[src/rtl/rpc2_ctrl_axi_rw_arbiter.sv]
// rpc2_ctrl_axi_rw_arbiter
//   Picks one pending AXI command per cycle, either a read or a write, and
//   forwards it through a single output register to the RPC2 command path.
//   When both directions are pending, the owner keeps the grant for
//   alloc+1 consecutive grants before the other direction gets a turn.
//
// Ports
//   AXIm_ACLK, AXIm_ARESETN       clock, asynchronous active-low reset
//   reg_rd/wr_trans_alloc         synchronized per-direction allocation
//   rd_req_*, wr_req_*            valid/ready request channels (ready is combinational)
//   cmd_valid/cmd_write/
//   cmd_payload/cmd_ready         registered downstream command channel

module rpc2_ctrl_axi_rw_arbiter #(
    parameter int CMD_W = 48
) (
    input  logic             AXIm_ACLK,
    input  logic             AXIm_ARESETN,
    input  logic [1:0]       reg_rd_trans_alloc,
    input  logic [1:0]       reg_wr_trans_alloc,
    input  logic             rd_req_valid,
    input  logic [CMD_W-1:0] rd_req_cmd,
    output logic             rd_req_ready,
    input  logic             wr_req_valid,
    input  logic [CMD_W-1:0] wr_req_cmd,
    output logic             wr_req_ready,
    output logic             cmd_valid,
    output logic             cmd_write,
    output logic [CMD_W-1:0] cmd_payload,
    input  logic             cmd_ready
);

    typedef enum logic {
        RD_OWN = 1'b0,
        WR_OWN = 1'b1
    } owner_t;

    localparam logic [2:0] CNT_MAX = 3'd4;

    owner_t           owner_q, owner_d;
    logic [2:0]       grant_cnt_q, grant_cnt_d;
    logic             cmd_valid_q;
    logic             cmd_write_q;
    logic [CMD_W-1:0] cmd_payload_q;

    logic             load_en;
    logic [2:0]       rd_lim;
    logic [2:0]       wr_lim;
    logic             pick_rd;
    logic             grant_rd;
    logic             grant_wr;

    assign load_en = ~cmd_valid_q | cmd_ready;
    assign rd_lim  = {1'b0, reg_rd_trans_alloc} + 3'd1;
    assign wr_lim  = {1'b0, reg_wr_trans_alloc} + 3'd1;

    // Under contention the owner keeps the grant while its count is below
    // its limit; otherwise the other direction wins.
    always_comb begin
        pick_rd = 1'b0;
        if (rd_req_valid) begin
            if (!wr_req_valid) begin
                pick_rd = 1'b1;
            end else if (owner_q == RD_OWN) begin
                pick_rd = (grant_cnt_q < rd_lim);
            end else begin
                pick_rd = ~(grant_cnt_q < wr_lim);
            end
        end
    end

    assign grant_rd = load_en & pick_rd;
    assign grant_wr = load_en & wr_req_valid & ~pick_rd;

    // Readies are gated by reset so nothing is accepted while in reset.
    assign rd_req_ready = grant_rd & AXIm_ARESETN;
    assign wr_req_ready = grant_wr & AXIm_ARESETN;

    // Ownership FSM: state register
    always_ff @(posedge AXIm_ACLK or negedge AXIm_ARESETN) begin
        if (!AXIm_ARESETN) begin
            owner_q     <= RD_OWN;
            grant_cnt_q <= '0;
        end else begin
            owner_q     <= owner_d;
            grant_cnt_q <= grant_cnt_d;
        end
    end

    // Ownership FSM: next state
    always_comb begin
        owner_d     = owner_q;
        grant_cnt_d = grant_cnt_q;
        if (grant_rd) begin
            if (owner_q == RD_OWN) begin
                grant_cnt_d = (grant_cnt_q >= CNT_MAX) ? CNT_MAX : grant_cnt_q + 3'd1;
            end else begin
                owner_d     = RD_OWN;
                grant_cnt_d = 3'd1;
            end
        end else if (grant_wr) begin
            if (owner_q == WR_OWN) begin
                grant_cnt_d = (grant_cnt_q >= CNT_MAX) ? CNT_MAX : grant_cnt_q + 3'd1;
            end else begin
                owner_d     = WR_OWN;
                grant_cnt_d = 3'd1;
            end
        end
    end

    // Output register: loads on acceptance, clears when drained with no new grant
    always_ff @(posedge AXIm_ACLK or negedge AXIm_ARESETN) begin
        if (!AXIm_ARESETN) begin
            cmd_valid_q   <= 1'b0;
            cmd_write_q   <= 1'b0;
            cmd_payload_q <= '0;
        end else if (load_en) begin
            cmd_valid_q <= grant_rd | grant_wr;
            if (grant_rd) begin
                cmd_write_q   <= 1'b0;
                cmd_payload_q <= rd_req_cmd;
            end else if (grant_wr) begin
                cmd_write_q   <= 1'b1;
                cmd_payload_q <= wr_req_cmd;
            end
        end
    end

    assign cmd_valid   = cmd_valid_q;
    assign cmd_write   = cmd_write_q;
    assign cmd_payload = cmd_payload_q;

endmodule

[config.mk]
export PLATFORM = sky130hd
export DESIGN_NAME = rpc2_ctrl_axi_rw_arbiter
export DESIGN_NICKNAME = d
export VERILOG_FILES = /design/src/rtl/rpc2_ctrl_axi_rw_arbiter.sv
export SDC_FILE = /design/constraint.sdc
export NUM_CORES = 1
export LEC_CHECK = 0
export BUFFER_PORTS_ARGS = -buffer_cell sky130_fd_sc_hd__buf_2
export CAP_MARGIN = 5
export CORE_MARGIN = 2
export CORE_UTILIZATION = 43
export DETAILED_ROUTE_END_ITERATION = 16
export HOLD_SLACK_MARGIN = 0.05
export PLACE_DENSITY = 0.79
export SLEW_MARGIN = 15
export SYNTH_ARGS = -nofsm -noshare
export SYNTH_HDL_FRONTEND = slang
export SYNTH_SLANG_ARGS = --single-unit
[constraint.sdc]
create_clock -name AXIm_ACLK -period 2.5 [get_ports AXIm_ACLK]
set_input_delay 0.5 -clock AXIm_ACLK [delete_from_list [all_inputs] [get_ports AXIm_ACLK]]
set_output_delay 0.5 -clock AXIm_ACLK [all_outputs]
set_load 0.05 [all_outputs]
==> summary.txt <==
Placed design
  – Post-DP HPWL: 4.72 mm
  – Port Buffers: 156
  – Routability cong.: 0.722
  – Placed inst area: 0.00355 sq mm
  – Dpl ws: -0.191 ns

Floorplan
  – IO Pins: 157
  – # rows: 28
  – Die Y: 82.3 um
  – Starting Density: 44.5%
  – Die area: 0.00677 sq mm
  – Core Area: 0.00592 sq mm
  – Die Wd: 82.3 um

Worst setup path
  – Cell Chain, Critical Path: buf_6 -> ha_4 -> inv_2 -> ha_4 -> a211o_1 -> o21ai_2 -> or2_1 -> and4_4 -> buf_8
  – WP data arrival: 2.03 ns
  – Largest stage delay on the critical path: 0.30 ns
  – Startpoint Class: input port
  – Critical path's most frequent cell: ha_4
  – Crit path max-delay cell type: a211o_1
  – Setup Crit Path Kind: in2out
  – CP Max Fanout: 2
  – Critical Path RT: 2.00 ns
  – Setup crit end kind: output pin

Detailed routing
  – Routed WL: 6.26 mm
  – DRC: 0
  – DR vias/cell: 4.84
  – Final ANT Viol Nets: 0
  – Initial DRC count: 47
  – DRT Pass-1 Iters: 4
  – Vias: 2,368
  – Wire per inst: 12.8 um

Synthesis
  – Syn Nets: 370
  – Synth area leader: dfrtp_1
  – Post-synth EDFFs: 0
  – Synth warn: 0
  – Yosys reg bits: 54
  – Synth area leaders: dfrtp_1 51%, mux2i_1 18%, a21oi_1 10%, nor2_1 7.3%, ha_1 3.8%
  – Avg Inst Size Synth: 10.3 sq um
  – Top_reg_cell synth: dfrtp_1
  – Share of the synthesized area in the top cell type: 51.3%
  – Fraction of registers with async set/reset: 100%
  – Mapped Cells: 257
  – Area of the mapped netlist: 0.00264 sq mm
  – Seq/Total Area, Yosys: 51.3%
  – Yosys cell types: 25
  – Post-synth top cells: 54 x a21oi_1, 54 x dfrtp_1, 51 x nor2_1, 48 x mux2i_1, 11 x clkbuf_1

Timing
  – RSZ-0062 raised after global routing: yes
  – Clock Skew: 0.00254 ns
  – Fin crit share: 101%
  – Worst Tran Pin Value: 0.653 ns
  – PnR worst setup slack: -0.0314 ns
  – Setup TNS: -0.0314 ns
  – Min cycle time layout: 2.53 ns
  – Maximum clock frequency: 395 MHz
  – Slew headroom: 56.5%
  – Fin. Hold Viols: 0
  – Final setup viols: 1
  – Slew Limit Fails: 0

Power and ir drop
  – Int Pwr: 0.00200 W
  – Static Leak: 2.05 nW
  – Clock power share: 20.1%
  – Switching power: 0.00147 W
  – Seq pwr share: 34.5%
  – Worst VDD drop: 494 uV
  – Sw frac: 42.4%
  – Logic pwr share: 45.4%
  – Cell Pwr Density: 920 mW/mm^2

Global route
  – Via count of the first global-routing pass: 2,105
  – Total Routing Usage GR: 18.3%
  – Initial antenna violation count: 0
  – Global-route wire length before repair: 9.47 mm
  – Total gr overflow: 0
  – Largest net degree at the start of global routing: 55

Clock network
  – Clock Tree Buf Depth: 2
  – CTS buffer count: 5
  – Reg clk slew, reported paths: 0.09 ns
  – # H-tree levels: 2
  – Cts hold-fix bufs: 0
  – Clock sinks: 54
  – CTS tree: built
  – Root Driver: clkbuf_8
  – Worst-Skew Late Latency: 0.30 ns

Final layout
  – Fin area: 0.00378 sq mm
  – Synth-to-layout area growth: 43.2%
  – Fill count: 485
  – # diodes: 0
  – Share of cells above drive strength 1: 45.2%
  – Total Nets Final: 526

Min path
  – Worst Hold Class: in2async

Status
  – Status: finished with violations
  – Failing checks: setup timing

Job
  – # Max-Cap Violations: 0
cells in the final DEF (no fill, tap or decap), types with 2 or more instances in the layout:
| cell type | n |
|---|---|
| a21oi_1 | 53 |
| buf_2 | 152 |
| inv_2 | 3 |
| dfrtp_1 | 53 |
| o21ai_0 | 4 |
| clkbuf_8 | 6 |
| buf_8 | 2 |
| mux2i_1 | 48 |
| ha_4 | 3 |
| nor2_1 | 51 |
| bufinv_16 | 2 |
| buf_4 | 8 |
| buf_12 | 3 |
| ha_1 | 5 |
| inv_1 | 4 |
worst paths after layout:
kind	startpoint	endpoint	slack, ns	cells past startpoint
max	reg_rd_trans_alloc[1]	rd_req_ready	-0.03	9
min	AXIm_ARESETN	cmd_write	0.38	2
max reg2reg	grant_cnt_q[1]	cmd_payload[1]	0.16	10
min reg2reg	cmd_write	cmd_write	0.51	2
max in group asynchronous	AXIm_ARESETN	cmd_payload[39]	1.67	2
min in group AXIm_ACLK	rd_req_cmd[7]	cmd_payload[7]	0.49	3
routing by layer:
layer | vias to the layer above | GRT usage (%) | share of wire, %
li1 | 1201 | - | -
met1 | 1057 | 22.0 | 41
met2 | 102 | 32.1 | 50
met3 | 8 | 4.57 | 7.8
met4 | 0 | 5.50 | 1.2
met5 | - | 0 | 0
stage by stage:
step	cells	util, %	power, W	hold slack [ns]
2_1_floorplan	257	-	0.00231	0.204
3_3_place_gp	479	59.9	0.00271	0.471
3_5_place_dp	479	59.9	0.00275	0.492
4_1_cts	488	63.0	0.00348	0.404
5_1_grt	489	63.8	0.00366	0.441
6_report	489	63.8	0.00347	0.376
critical path, delay by kind of cell:
family	cells	cell delay, ns
compound gates	2	0.45
buf+inv	3	0.28
simple gates	2	0.41
fa+ha+maj	2	0.39
registers in the layout (all words and copies together), names as in the netlist:
signal	flops
owner_q	1
cmd_valid	1
grant_cnt_q	3
cmd_write	1
cmd_payload	48
power by group through the flow:
stage | clock network [W] | logic (W) | registers, W
global route | 0.000749 | 0.00168 | 0.00123
finish | 0.000698 | 0.00158 | 0.00120
floorplan | 0 | 0.000503 | 0.00181
detailed placement | 0 | 0.00155 | 0.00121
global placement | 0 | 0.00151 | 0.00120
CTS | 0.000715 | 0.00157 | 0.00120
kinds of logic (layout without fill, tap and decap cells):
family,after synthesis,in the layout,share of synthesized area [%]
simple gates,57,57,8.69
flops,54,54,51.3
mux,48,48,18.2
compound gates,65,65,13.2
buf+inv,24,181,4.18
xor+xnor,1,1,0.617
fa+ha+maj,8,8,3.80
area by class of cell:
class,count,area [sq um],area share [%]
Timing Repair Buffer,166,922,24.4
Tap cell,75,93.8,2.49
Inverter,7,26.3,0.696
Multi-Input combinational cell,179,1240,32.8
Sequential cell,54,1350,35.8
Clock buffer,6,82.6,2.19
Clock inverter,2,60.1,1.59
what timing repair did:
action	in CTS	in global routing
resized for setup	9	8
endpoints found under the setup margin	2	2
setup buffers	1	1
pin swaps	4	4
Note: power is estimated with default switching activity, not from simulation.
